### config.mk
export PLATFORM = sky130hd
export DESIGN_NAME = jk_input_conditioner
export DESIGN_NICKNAME = d
export VERILOG_FILES = /design/src/rtl/jk_input_conditioner.sv
export SDC_FILE = /design/constraint.sdc
export NUM_CORES = 1
export LEC_CHECK = 0
export CORE_MARGIN = 3
export CORE_UTILIZATION = 55
export CTS_CLUSTER_DIAMETER = 50
export DETAILED_ROUTE_END_ITERATION = 10
export GPL_ROUTABILITY_DRIVEN = 0
export PLACE_DENSITY = 0.79
export SKIP_LAST_GASP = 1
export SYNTH_ARGS = -nofsm -noshare
export SYNTH_HDL_FRONTEND = slang
export SYNTH_SLANG_ARGS = --single-unit
### constraint.sdc
create_clock -name CLK -period 1.9 [get_ports CLK]
set_input_delay 0.475 -clock CLK [delete_from_list [all_inputs] [get_ports CLK]]
set_output_delay 0.475 -clock CLK [all_outputs]
set_load 0.03 [all_outputs]
### src/rtl/jk_input_conditioner.sv
// Button front end for jk_ff: synchronises and debounces J/K/S/STEP and turns STEP presses into CE strobes.
// DBG_STATE exposes the four debounce FSM states, two bits per channel, packed as {STEP, S, K, J}.
module jk_input_conditioner #(
    parameter int SYNC_STAGES   = 2,
    parameter int DB_CYCLES     = 16,
    parameter int REPEAT_CYCLES = 0,
    parameter int CNT_W         = 8
) (
    input  logic             CLK,
    input  logic             R,
    input  logic             BTN_J,
    input  logic             BTN_K,
    input  logic             BTN_S,
    input  logic             BTN_STEP,
    output logic             J,
    output logic             K,
    output logic             S,
    output logic             CE,
    output logic [CNT_W-1:0] STEP_CNT,
    output logic [7:0]       DBG_STATE
);
    typedef enum logic [1:0] {
        ST_LOW     = 2'd0,
        ST_WAIT_HI = 2'd1,
        ST_HIGH    = 2'd2,
        ST_WAIT_LO = 2'd3
    } db_state_e;

    localparam int DB_W = $clog2(DB_CYCLES) + 1;
    localparam int RP_W = (REPEAT_CYCLES > 1) ? $clog2(REPEAT_CYCLES) : 1;
    localparam logic [DB_W-1:0] DB_LAST = DB_W'(DB_CYCLES - 1);
    localparam logic [RP_W-1:0] RP_LAST = (REPEAT_CYCLES > 0) ? RP_W'(REPEAT_CYCLES - 1) : '0;

    logic [3:0]      btn;
    logic [3:0]      lvl;
    logic [3:0][1:0] st;

    assign btn = {BTN_STEP, BTN_S, BTN_K, BTN_J};

    for (genvar i = 0; i < 4; i++) begin : g_ch
        logic [SYNC_STAGES-1:0] sync_q;
        db_state_e              state_q;
        logic [DB_W-1:0]        cnt_q;
        logic                   lvl_q;
        logic                   s_x;

        assign s_x = sync_q[SYNC_STAGES-1];

        always_ff @(posedge CLK) begin
            if (R) begin
                sync_q  <= '0;
                state_q <= ST_LOW;
                cnt_q   <= '0;
                lvl_q   <= 1'b0;
            end else begin
                sync_q <= {sync_q[SYNC_STAGES-2:0], btn[i]};
                case (state_q)
                    ST_LOW: begin
                        if (s_x) begin
                            state_q <= ST_WAIT_HI;
                            cnt_q   <= '0;
                        end
                    end
                    ST_WAIT_HI: begin
                        if (!s_x) begin
                            state_q <= ST_LOW;
                            cnt_q   <= '0;
                        end else if (cnt_q == DB_LAST) begin
                            state_q <= ST_HIGH;
                            cnt_q   <= '0;
                            lvl_q   <= 1'b1;
                        end else begin
                            cnt_q <= cnt_q + 1'b1;
                        end
                    end
                    ST_HIGH: begin
                        if (!s_x) begin
                            state_q <= ST_WAIT_LO;
                            cnt_q   <= '0;
                        end
                    end
                    ST_WAIT_LO: begin
                        if (s_x) begin
                            state_q <= ST_HIGH;
                            cnt_q   <= '0;
                        end else if (cnt_q == DB_LAST) begin
                            state_q <= ST_LOW;
                            cnt_q   <= '0;
                            lvl_q   <= 1'b0;
                        end else begin
                            cnt_q <= cnt_q + 1'b1;
                        end
                    end
                    default: begin
                        state_q <= ST_LOW;
                        cnt_q   <= '0;
                    end
                endcase
            end
        end

        assign lvl[i] = lvl_q;
        assign st[i]  = state_q;
    end

    // The STEP level is 1 exactly while its FSM sits in HIGH or WAIT_LO, which is the repeat window.
    logic            step_enter_hi;
    logic            step_enter_lo;
    logic            ce_d;
    logic            ce_q;
    logic [RP_W-1:0] rep_d;
    logic [RP_W-1:0] rep_q;
    logic [CNT_W-1:0] step_cnt_q;

    assign step_enter_hi = (st[3] == ST_WAIT_HI) && g_ch[3].s_x && (g_ch[3].cnt_q == DB_LAST);
    assign step_enter_lo = (st[3] == ST_WAIT_LO) && !g_ch[3].s_x && (g_ch[3].cnt_q == DB_LAST);

    // CE is a valid-only strobe: one cycle high per event, no ready/backpressure;
    // STEP_CNT already includes the strobe in the same cycle CE is high.
    always_comb begin
        ce_d  = 1'b0;
        rep_d = '0;
        if (step_enter_hi) begin
            ce_d = 1'b1;
        end else if ((REPEAT_CYCLES > 0) && lvl[3] && !step_enter_lo) begin
            if (rep_q == RP_LAST) begin
                ce_d = 1'b1;
            end else begin
                rep_d = rep_q + 1'b1;
            end
        end
    end

    always_ff @(posedge CLK) begin
        if (R) begin
            ce_q       <= 1'b0;
            rep_q      <= '0;
            step_cnt_q <= '0;
        end else begin
            ce_q  <= ce_d;
            rep_q <= rep_d;
            if (ce_d) begin
                step_cnt_q <= step_cnt_q + 1'b1;
            end
        end
    end

    assign J         = lvl[0];
    assign K         = lvl[1];
    assign S         = lvl[2];
    assign CE        = ce_q;
    assign STEP_CNT  = step_cnt_q;
    assign DBG_STATE = st;
endmodule

=== Yosys cells after proc, flatten, opt, wreduce, memory -nomap -nowiden ===
Cells that the tools add are included.

* Register bits after elaboration: 48
* Input bits: 6
* Output and inout bits: 20
* Logic and storage cells: 154

* $add $sub $neg: 5
* Eq/ne operators: 44
* Muxes and demuxes: 68
* Reductions and logical operators: 20

{| class="wikitable"
|+ Operators by type and width
! cell !! number
|-
| $mux W5 || 20
|-
| $pmux W5 S4 || 4
|-
| $mux W2 || 24
|-
| $ne A2 B2 Y1 const B || 20
|-
| $pmux W2 S4 || 4
|-
| $ne A3 B3 Y1 const B || 8
|-
| $add A5 B1 Y5 const B || 4
|-
| $eq A5 B4 Y1 const B || 4
|-
| $eq A2 B2 Y1 const B || 8
|-
| $reduce_and A4 Y1 || 4
|-
| $reduce_and A5 Y1 || 3
|-
| $mux W1 || 13
|-
| $add A8 B1 Y8 const B || 1
|-
| $eq A2 B1 Y1 const B || 4
|-
| $logic_not A2 Y1 || 4
|-
| $reduce_and A2 Y1 || 4
|-
| $pmux W1 S2 || 3
|-
| $reduce_bool A2 Y1 || 3
|-
| $logic_and A1 B1 Y1 || 2
|}

=== Logic depth before layout (Yosys ltp) ===
* Depth after elaboration: 4
* Gate-level depth with buffers: 5
* Depth with buffers taken out: 4

=== Worst setup path before layout ===
OpenSTA, ideal clock, no wires.

* Path kind: flip-flop to flip-flop
* Start: register g_ch[3].state_q[0]
* End: register step_cnt_q[6], in the netlist STEP_CNT[6]
* Library setup time: 121 ps
* Arrival time: 1566 ps
* Required time: 1779 ps
* Setup slack: 214 ps
* Stages on the path, launching flop included: 6
* Path buffers: 2
* Clock period less this slack: 1686 ps
* Cells stage by stage: dfxtp_1 -> buf_4 -> nand3b_1 -> buf_2 -> nor4_1 -> mux2_2

* Cells in the longest elaborated chain, start to end: 4

{| class="wikitable"
|+ RTL lines
! element !! RTL line !! RTL
|-
| from (decl) || 42 || <nowiki>db_state_e state_q;</nowiki>
|-
| from (signal assigned) || 52 || <nowiki>state_q <= ST_LOW;</nowiki>
|-
| from (signal assigned) || 60 || <nowiki>state_q <= ST_WAIT_HI;</nowiki>
|-
| from (signal assigned) || 66 || <nowiki>state_q <= ST_LOW;</nowiki>
|-
| $eq A2 B1 Y1 || -- ||
|-
| $logic_and A1 B1 Y1 (2 in series) || 115 || <nowiki>assign step_enter_hi = (st[3] == ST_WAIT_HI) && g_ch[3].s_x && (g_ch[3].cnt_q == DB_LAST);</nowiki>
|-
| $mux W1 || 123 || <nowiki>if (step_enter_hi) begin</nowiki>
|-
| to (signal assigned) || 143 || <nowiki>step_cnt_q <= step_cnt_q + 1'b1;</nowiki>
|-
| to (decl) || 113 || <nowiki>logic [CNT_W-1:0] step_cnt_q;</nowiki>
|}

No other way between the ends.
A chain may end at the register's enable or synchronous reset.

=== Worst setup path in the final report ===
* Start: register g_ch[2].state_q[0]
* End: output DBG_STATE[4]

{| class="wikitable"
|+ RTL lines
! element !! RTL line !! RTL
|-
| from (decl) || 42 ||
|-
| from (signal assigned) || 52 ||
|-
| from (signal assigned) || 60 ||
|-
| from (signal assigned) || 66 ||
|-
| to (decl) || 20 || <nowiki>output logic [7:0] DBG_STATE</nowiki>
|}

No word-level cell between the ends.

==> results_dict.tcl <==
set metrics [dict create \
    critPathBufInv 1 \
    synthArstFlopShare 0 \
    cts-buffers-inserted 5 \
    post_cts_hold_buffer_count 0 \
    io_buffers 25 \
    p_per_area_nw_per_um2 720.2 \
    report.final.setup_viol 0 \
    final_util 0.7001 \
    timing.rr.start "g_ch[3].cnt_q[0]" \
    fmax_ghz 0.5483 \
    power_leakage_nw 1.054 \
    r2r-end "STEP_CNT[6]" \
    design_power_total_mw 1.901 \
    cts_tree "done" \
    fill_cells 293 \
    ys_seq_elements 48 \
    min_path_type "register to register" \
    relSlewSlack 0.6171 \
    path_cells "clkdlybuf4s50_1" \
    synth-main-ff-cell "dfxtp_1" \
    path_class "register to output pin" \
    critical-path-slowest-cell "clkdlybuf4s50_1" \
    ant_nets 0 \
    worstPathArrival_ns 1.35 \
    start_kind "register" \
    finalHoldViolCount 0 \
    coreArea_sq_um 3771 \
    synth.net_count 253 \
    crit_family "buffers and inverters" \
    seqCellArea_sq_um 960.9 \
    synth_top_area_cell "dfxtp_1" \
    period_needed_ns 1.824 \
    status "completed" \
    grt_antenna_before_repair 0 \
    dp_hpwl_mm 2.970 \
    crit_end "DBG_STATE[4]" \
    yosysSeqAreaShare 0.4341 \
    slowest_delay_ns 0.69 \
    ir_drop_mv 0.4731 \
    area_delta_synth_final_pct 19.28 \
    grt_pass1_vias 1704 \
    drt_drc_violations_left 0 \
    grt_start_max_net_pins 19 \
    netlist_top_cells_area "dfxtp_1 (43%), nand3_1 (6.3%), a21oi_1 (4.3%)" \
    clk_path_buf_depth 2 \
    clock_latency_ns 0.30 \
    synth.top_cell.area_share 0.4341 \
    h-tree-depth 2 \
    rows 22 \
    min_delay_path_depth 1 \
    multi_input_area_sq_um 1157 \
    path_max_fanout 2 \
    slew_violations 0 \
    cap_viol_max_count 0 \
    synth_cells 242 \
    path_clk_slew_ns 0.09 \
    reg2reg_depth 4 \
    synth_edf_count 0 \
    worst-path-stages 1 \
    worst_pin_slew_ns 0.5703 \
    clock_sinks 48 \
    fin_nets 284 \
    via_per_inst 5.991 \
    yosys_warnings 0 \
    drive_gt1_frac 0.08029 \
    gr-usage-all-layers 0.1862 \
    overflow 0 \
    cp-startpoint "g_ch[2].state_q[0]" \
    firstDrtPassIters 4 \
    die_h_microns 69.44 \
    wl_per_cell_microns 13.45 \
    totalWireLength_mm 4.332 \
    grt_pass1_wl_mm 7.458 \
    synth_area_per_cell_sq_um 9.146 \
    drtIter0Drc 144 \
    required_ns 1.42 \
    cp-end-kind "output pin" \
    vias 1929 \
    root_buffer "clkbuf_8" \
    hold_slack_ns 0.4443 \
    finalCritPeriodShare 0.9600 \
    netlist_area_sq_um 2213 \
    skew_ns 0.01089 \
    ff2ff_setup_slack_ns 0.18 \
    synth_cell_types 38 \
    diodes 0 \
    initial_core_util 0.5869 \
    rsz0062_at_grt "false" \
    dieArea_sq_um 4821 \
    die_w_microns 69.44 \
    boundaryPins 26 \
    setup_tns_ns 0 \
]
==> cells in the mapped netlist (6+ instances only) <==
cell,instances
nand3_1,28
dfxtp_1,48
inv_1,12
nand4_1,8
xor2_1,7
nor2_1,12
or4_1,7
a21oi_1,19
o21ai_0,6
nand2b_1,6
nor2b_1,11
==> per-stage QoR <==
| step | worst slack [ns] | std cells | area [sq um] |
|---|---|---|---|
| 5_1_grt | 0.02195 | 322 | 2640 |
| 4_1_cts | 0.001566 | 322 | 2633 |
| 3_5_place_dp | 0.1892 | 314 | 2536 |
| 6_report | 0.07607 | 322 | 2640 |
| 3_3_place_gp | 0.2147 | 314 | 2536 |
| 2_1_floorplan | 0.2137 | 242 | 2213 |
==> logic make-up after synthesis <==
logic type      after synthesis  synth area share
flops                        48            0.4341
xor+xnor                     11           0.04353
fa+ha+maj                     5           0.02826
simple gates                101            0.2804
mux                           3           0.01526
compound gates               51            0.1555
buf+inv                      23           0.04296
==> worst register-to-register path, cell delays in order, from the launching register on <==
cell	delay, ns
dfxtp_1	0.37
ha_1	0.27
nand4b_4	0.25
nor4_1	0.35
mux2_2	0.37
==> sequential cells by signal (all words and copies together), names as in the netlist, named ones only <==
signal and flops:
g_ch.cnt_q 20, S 1, STEP_CNT 8, K 1
J 1, g_ch.sync_q 8, g_ch.state_q 4, CE 1
==> worst min-delay path by stage <==
stage	from	endpoint
6_report	g_ch[2].sync_q[0]	g_ch[2].sync_q[1]
5_1_grt	g_ch[3].sync_q[0]	g_ch[3].sync_q[1]
4_1_cts	g_ch[3].sync_q[0]	g_ch[3].sync_q[1]
3_5_place_dp	g_ch[2].sync_q[0]	g_ch[2].sync_q[1]
3_3_place_gp	g_ch[1].sync_q[0]	g_ch[1].sync_q[1]
2_1_floorplan	g_ch[0].sync_q[0]	g_ch[0].sync_q[1]
==> metal layers <==
layer  GRT usage  share of wire
met1      0.2459           0.48
met2      0.2945           0.47
met3     0.03768          0.034
met4     0.08026          0.013
met5           0              0
==> where the power goes <==
group / switching (mW) / total [mW] / internal (mW) / leakage, nW
logic: 0.0810 / 0.138 / 0.0572 / 0.610
clock network: 0.329 / 0.719 / 0.391 / 0.0552
registers: 0.0169 / 1.04 / 1.03 / 0.389
==> layout make-up <==
class | instances | area share
Multi-Input combinational cell | 171 | 0.4384
Timing Repair Buffer | 33 | 0.1142
Sequential cell | 48 | 0.3640
Tap cell | 48 | 0.02275
Clock inverter | 2 | 0.01327
Inverter | 14 | 0.01991
Clock buffer | 6 | 0.02749
==> timing repair <==
| action | CTS | global route |
|---|---|---|
| setup endpoints to repair | 9 | 3 |
| buffers inserted | 0 | 0 |
| resized for setup | 9 | 3 |
==> placed cells by master (no fill, tap or decap), types with 2 or more instances in the layout <==
master and count:
or3_1 5, mux2_2 3, nand4b_1 4, o311ai_0 3
nand4_1 8, clkbuf_8 5, and4b_1 4, xnor2_1 4
o211a_1 4, nor2b_1 11, xor2_1 7, o211ai_1 5
a31o_2 2, ha_1 5, clkdlybuf4s50_1 12, nand2b_1 6
a311oi_1 4, dfxtp_1 48, clkinv_1 2, dlymetal6s2s_1 3
nand3_1 28, nor4_1 3, o21ai_0 6, nor2_1 12
nand2_1 2, or4_1 7, nor3_1 4, inv_1 12
or4b_1 2, dlygate4sd2_1 9, buf_4 8, nor3b_1 3
a2111oi_0 2, o31ai_1 3, a21oi_1 19
Note: power is estimated with default switching activity, not from simulation.
